File: src/rtl/lsu_pkg.sv
// Shared state encodings, funct3 codes and size decode for the load/store alignment unit.
package lsu_pkg;

    localparam logic [2:0] S_IDLE  = 3'd0;
    localparam logic [2:0] S_REQ0  = 3'd1;
    localparam logic [2:0] S_WAIT0 = 3'd2;
    localparam logic [2:0] S_REQ1  = 3'd3;
    localparam logic [2:0] S_WAIT1 = 3'd4;
    localparam logic [2:0] S_RESP  = 3'd5;

    localparam logic [2:0] LD_B  = 3'b000;
    localparam logic [2:0] LD_H  = 3'b001;
    localparam logic [2:0] LD_W  = 3'b010;
    localparam logic [2:0] LD_D  = 3'b011;
    localparam logic [2:0] LD_BU = 3'b100;
    localparam logic [2:0] LD_HU = 3'b101;
    localparam logic [2:0] LD_WU = 3'b110;

    localparam logic [2:0] ST_B = 3'b000;
    localparam logic [2:0] ST_H = 3'b001;
    localparam logic [2:0] ST_W = 3'b010;
    localparam logic [2:0] ST_D = 3'b011;

    function automatic logic [3:0] size_bytes(input logic [2:0] funct3);
        return 4'd1 << funct3[1:0];
    endfunction

    function automatic logic [7:0] byte_mask(input logic [2:0] funct3);
        case (funct3[1:0])
            2'b00:   return 8'h01;
            2'b01:   return 8'h03;
            2'b10:   return 8'h0F;
            default: return 8'hFF;
        endcase
    endfunction

    // Doubleword codes are only legal on a 64-bit datapath.
    function automatic logic is_reserved(input logic we, input logic [2:0] funct3,
                                         input logic xlen64);
        logic store_ok;
        store_ok = (funct3 == ST_B) || (funct3 == ST_H) || (funct3 == ST_W) || (funct3 == ST_D);
        return (funct3 == 3'b111) || (we && !store_ok) || (!xlen64 && funct3[1:0] == 2'b11);
    endfunction

endpackage

File: src/rtl/lsu_load_extend.sv
// Sign/zero extension of a right-aligned load word according to the load funct3.
module lsu_load_extend
    import lsu_pkg::*;
#(
    parameter int XLEN = 32
) (
    input  logic [XLEN-1:0] word,
    input  logic [2:0]      funct3,
    output logic [XLEN-1:0] result
);

    localparam int NB = XLEN / 8;

    logic [3:0] nbytes;
    logic       sign;

    always_comb begin
        nbytes = size_bytes(funct3);
        case (funct3)
            LD_B:    sign = word[7];
            LD_H:    sign = word[15];
            LD_W:    sign = word[31];
            LD_D:    sign = word[XLEN-1];
            default: sign = 1'b0;
        endcase
        result = word;
        for (int i = 0; i < NB; i++) begin
            if (i >= int'(nbytes)) result[8*i +: 8] = {8{sign}};
        end
    end

endmodule

File: src/rtl/lsu_align_unit.sv
// Load/store alignment unit: lane shifting, write strobes, load extension and
// optional two-beat splitting of accesses that straddle a bus word.
module lsu_align_unit
    import lsu_pkg::*;
#(
    parameter int XLEN             = 32,
    parameter bit ALLOW_MISALIGNED = 1'b1
) (
    input  logic                clk,
    input  logic                reset,
    input  logic                req_valid,
    output logic                req_ready,
    input  logic                req_we,
    input  logic [2:0]          req_funct3,
    input  logic [XLEN-1:0]     req_addr,
    input  logic [XLEN-1:0]     req_wdata,
    output logic                resp_valid,
    output logic [XLEN-1:0]     resp_rdata,
    output logic                resp_fault,
    output logic                mem_valid,
    input  logic                mem_ready,
    output logic                mem_we,
    output logic [XLEN-1:0]     mem_addr,
    output logic [XLEN-1:0]     mem_wdata,
    output logic [XLEN/8-1:0]   mem_wstrb,
    input  logic                mem_rvalid,
    input  logic [XLEN-1:0]     mem_rdata,
    output logic [2:0]          fsm_state
);

    localparam int NB = XLEN / 8;
    localparam int OW = $clog2(NB);

    // Handshake: mem_valid is held with stable addr/wdata/wstrb until mem_valid && mem_ready;
    // exactly one mem_rvalid follows each accepted beat and is only taken in WAITn.

    logic [2:0]      state;
    logic            r_we;
    logic [2:0]      r_funct3;
    logic [XLEN-1:0] r_base;
    logic [OW-1:0]   r_off;
    logic [XLEN-1:0] r_wdata;
    logic            r_split;
    logic            r_fault;
    logic [XLEN-1:0] buf0;
    logic [XLEN-1:0] buf1;

    logic [OW-1:0]   req_off;
    logic [3:0]      req_size;
    logic            req_misaligned;
    logic            req_split;
    logic            req_fault;

    always_comb begin
        req_off        = req_addr[OW-1:0];
        req_size       = size_bytes(req_funct3);
        req_misaligned = (4'(req_off) & (req_size - 4'd1)) != 4'd0;
        req_split      = (4'(req_off) + req_size) > 4'(NB);
        req_fault      = is_reserved(req_we, req_funct3, XLEN == 64)
                         || (req_misaligned && !ALLOW_MISALIGNED);
    end

    // Two-word views: the low half is beat 0, the high half spills into beat 1.
    logic [2*NB-1:0]   strb_wide;
    logic [2*XLEN-1:0] wdata_wide;
    logic [XLEN-1:0]   load_word;
    logic [XLEN-1:0]   load_ext;

    always_comb begin
        strb_wide  = (2*NB)'(byte_mask(r_funct3)) << r_off;
        wdata_wide = (2*XLEN)'(r_wdata) << {r_off, 3'b000};
        load_word  = XLEN'({buf1, buf0} >> {r_off, 3'b000});
    end

    lsu_load_extend #(.XLEN(XLEN)) u_extend (
        .word   (load_word),
        .funct3 (r_funct3),
        .result (load_ext)
    );

    logic in_req;
    logic beat1;

    always_comb begin
        in_req     = (state == S_REQ0) || (state == S_REQ1);
        beat1      = (state == S_REQ1);
        req_ready  = (state == S_IDLE);
        mem_valid  = in_req;
        mem_we     = in_req && r_we;
        mem_addr   = '0;
        mem_wdata  = '0;
        mem_wstrb  = '0;
        if (in_req) begin
            mem_addr = beat1 ? r_base + XLEN'(NB) : r_base;
            if (r_we) begin
                mem_wstrb = beat1 ? strb_wide[2*NB-1:NB] : strb_wide[NB-1:0];
                mem_wdata = beat1 ? wdata_wide[2*XLEN-1:XLEN] : wdata_wide[XLEN-1:0];
            end
        end
        resp_valid = (state == S_RESP);
        resp_fault = resp_valid && r_fault;
        resp_rdata = (resp_valid && !r_we && !r_fault) ? load_ext : '0;
        fsm_state  = state;
    end

    always_ff @(posedge clk) begin
        if (reset) begin
            state    <= S_IDLE;
            r_we     <= 1'b0;
            r_funct3 <= '0;
            r_base   <= '0;
            r_off    <= '0;
            r_wdata  <= '0;
            r_split  <= 1'b0;
            r_fault  <= 1'b0;
            buf0     <= '0;
            buf1     <= '0;
        end else begin
            case (state)
                S_IDLE: begin
                    if (req_valid) begin
                        r_we     <= req_we;
                        r_funct3 <= req_funct3;
                        r_base   <= {req_addr[XLEN-1:OW], {OW{1'b0}}};
                        r_off    <= req_off;
                        r_wdata  <= req_wdata;
                        r_split  <= req_split;
                        r_fault  <= req_fault;
                        buf0     <= '0;
                        buf1     <= '0;
                        state    <= req_fault ? S_RESP : S_REQ0;
                    end
                end
                S_REQ0:  if (mem_ready) state <= S_WAIT0;
                S_WAIT0: begin
                    if (mem_rvalid) begin
                        buf0  <= mem_rdata;
                        state <= r_split ? S_REQ1 : S_RESP;
                    end
                end
                S_REQ1:  if (mem_ready) state <= S_WAIT1;
                S_WAIT1: begin
                    if (mem_rvalid) begin
                        buf1  <= mem_rdata;
                        state <= S_RESP;
                    end
                end
                S_RESP:  state <= S_IDLE;
                default: state <= S_IDLE;
            endcase
        end
    end

endmodule

File: config.mk
export PLATFORM = sky130hd
export DESIGN_NAME = lsu_align_unit
export DESIGN_NICKNAME = d
export VERILOG_FILES = /design/src/rtl/lsu_pkg.sv /design/src/rtl/lsu_load_extend.sv /design/src/rtl/lsu_align_unit.sv
export SDC_FILE = /design/constraint.sdc
export NUM_CORES = 1
export LEC_CHECK = 0
export BUFFER_PORTS_ARGS = -buffer_cell sky130_fd_sc_hd__buf_2
export CORE_UTILIZATION = 25
export CTS_BUF_LIST = sky130_fd_sc_hd__clkbuf_8
export CTS_CLUSTER_DIAMETER = 30
export CTS_CLUSTER_SIZE = 24
export DETAILED_ROUTE_END_ITERATION = 6
export GPL_TIMING_DRIVEN = 0
export SYNTH_ARGS = -nofsm -noshare
export SYNTH_HDL_FRONTEND = slang
export SYNTH_SLANG_ARGS = --single-unit
File: constraint.sdc
create_clock -name clk -period 3 [get_ports clk]
set_input_delay 0.6 -clock clk [delete_from_list [all_inputs] [get_ports clk]]
set_output_delay 0.6 -clock clk [all_outputs]
set_load 0.02 [all_outputs]
==> reports/results.ini <==
[final_layout]
fillers = 3249
syn2layout_area_growth_pct = 38.6
nets = 1401
final_cells = 1703
drive_gt1_frac = 0.346
final_core_util = 0.352

[clock_tree]
cts.sinks = 129
cts_made_buffers = 17
postCtsHoldBufs = 0
clockBufferDepth = 2
cts.htree.levels = 4
cts_tree = done
clock_latency_ns = 0.47
clkTransAtPathRegs_ns = 0.09
root_buffer = clkbuf_8

[timing]
slew_violations = 0
fin_crit_ns = 3.09
slew_headroom = 0.291
worst_clock_skew_ns = 0.00885
fin_ws_ns = -0.0853
rsz0062_at_grt = true
finalSetupViolCount = 21
finalCritPeriodShare = 1.03
hold_viol = 0
max_freq_ghz = 0.324
worst_pin_slew_ns = 1.06

[status]
outcome = complete, but fails checks
violations = negative setup slack

[global_route]
grt_first_pass_wirelength_um = 49400
antenna_found_initial = 4
grt_pass1_vias = 8516
grt_usage = 0.208
grt_max_degree = 17
grt.overflow.total = 0

[setup_path]
path_cells = buf_6 -> nand3b_1 -> or3_4 -> clkbuf_16 -> or4_4 -> buf_6 -> o21ai_1 -> buf_4
critPathKind = reg -> out
cp.arrival_ns = 2.49
cp_slowest_cell = or4_4
max_stage_delay_ns = 0.50
startpoint_type = flop
critPathMaxFanout = 5
required_ns = 2.40
cp_common_cell = buf_6
end_kind = output pin

[routing]
drc_errors = 0
wire_per_inst_um = 19.5
routed_via_density = 5.23
drt-initial-drc-count = 652
vias = 8905
routed_wl_um = 33100
first_pass_iters = 5
final_antenna_net_count = 0

[die]
die_w_um = 178
dieArea_sq_um = 31700
pin_count = 213
fp.coreArea_sq_um = 30500
die_y_um = 178
row_count = 64
start_util = 0.254

[yosys]
syn_inst = 1020
ys_seq_area_frac = 0.334
synth_xor_area_frac = 0.00905
synth_edf_count = 0
synth_mux_area_frac = 0.135
synth_fa_ha_area_frac = 0.00743
yosysUniqueCellTypes = 51
synthArstFlopShare = 0
avgSynthCellArea_sq_um = 7.59
synth.top_cells.by_count = nand2_1 (209), a21oi_1 (173), dfxtp_1 (129)
synthesis.area_sq_um = 7740
netlist_top_cells_area = dfxtp_1 (33%), a21oi_1 (11%), nand2_1 (10%), mux4_2 (9.3%), clkbuf_1 (3.1%)
synth-compound-area-share = 0.185
yosysTopAreaCellShare = 0.334
synth_top_family_by_area = simple AND/OR/NAND/NOR gates
synth_most_common_cell = nand2_1
yosys.area_share.simple = 0.266
synth_seq_cells = 129
ys.flop_type = dfxtp_1
yosys.area.top_type = dfxtp_1
yosys_warnings = 0

[job]
maxCapViolCount = 0

[pwr]
p_total_uw = 4750
ir_drop_uv = 290
power_density_nw_per_um2 = 443
leakage_uw = 0.00404

[place]
hpwl_um = 24900
gp_congestion = 0.890
pre_cts_ws_ns = -0.102
place_inst = 1626
port_buffers = 209

[min_path]
hp-class = in -> reg

-- final timing paths --
| path | startpoint | to | slack [ns] | depth (start not counted) |
|---|---|---|---|---|
| max | fsm_state[2] | resp_rdata[25] | -0.09 | 8 |
| min | req_addr[6] | r_base[6] | 0.35 | 3 |
| max reg2reg | fsm_state[1] | buf0[23] | 0.59 | 6 |
| min reg2reg | buf1[16] | buf1[16] | 0.46 | 2 |
-- cell type report --
type	instances	area, sq um	area share
Clock buffer	17	234	0.0218
Buffer	90	488	0.0455
Multi-Input combinational cell	769	4990	0.465
Sequential cell	129	2630	0.245
Clock inverter	15	168	0.0156
Inverter	26	100	0.00933
Antenna cell	2	5.00	0.000466
Timing Repair Buffer	259	1630	0.152
Tap cell	396	495	0.0462
-- worst max-delay path: cells and delay by family (launching register included) --
kind,cells,cell delay [ns]
simple gates,3,0.96
buf+inv,4,0.59
flops,1,0.37
compound gates,1,0.08
-- placed cells by master, fill, tap and decap left out, types with 21 or more instances in the layout --
master / instances
clkbuf_1: 49
buf_4: 63
buf_2: 187
mux2i_1: 21
mux4_2: 32
dfxtp_1: 112
nand4_1: 33
or3_1: 22
nand2_1: 208
o21ai_0: 25
nand3_1: 43
nor2_1: 36
a21oi_1: 158
buf_6: 30
inv_1: 24
-- cell families (layout without fill, tap and decap cells) --
kind of cell / Yosys count / after routing
simple gates: 430 / 430
compound gates: 262 / 262
flops: 129 / 129
buf+inv: 123 / 407
mux: 63 / 63
xor+xnor: 8 / 8
fa+ha+maj: 4 / 4
other cells: 1 / 4
-- registers in the layout, indices dropped and copies added, names as in the netlist, 2 cells and up --
name	cells
buf0	32
buf1	24
fsm_state	3
r_base	30
r_funct3	3
r_off	2
r_wdata	32
-- stage by stage --
stage                     TNS, ns  area (sq um)  hold WS (ns)
after floorplan                 0          7750         0.429
after global placement     -0.196          9290         0.440
after detailed placement   -0.486          9290         0.447
after CTS                   -3.38         10500         0.329
after global routing        -3.10         10700         0.343
final                      -0.886         10700         0.352
-- what timing repair did --
item,in CTS,in global routing
pin swaps,20,17
setup endpoints to repair,93,75
setup buffers,40,12
resized for setup,165,77
cloned,1,1
-- report_power, final --
group / internal, uW / switching, uW
Clock: 695 / 864
Sequential: 1830 / 130
Combinational: 429 / 804
-- per-layer routing --
layer | up-vias | global-route usage | part of all wire
li1 | 4178 | - | -
met1 | 4218 | 0.263 | 0.41
met2 | 419 | 0.331 | 0.46
met3 | 86 | 0.0480 | 0.083
met4 | 4 | 0.103 | 0.040
met5 | - | 0 | 0.00069
(Power assumes the default switching activity.)
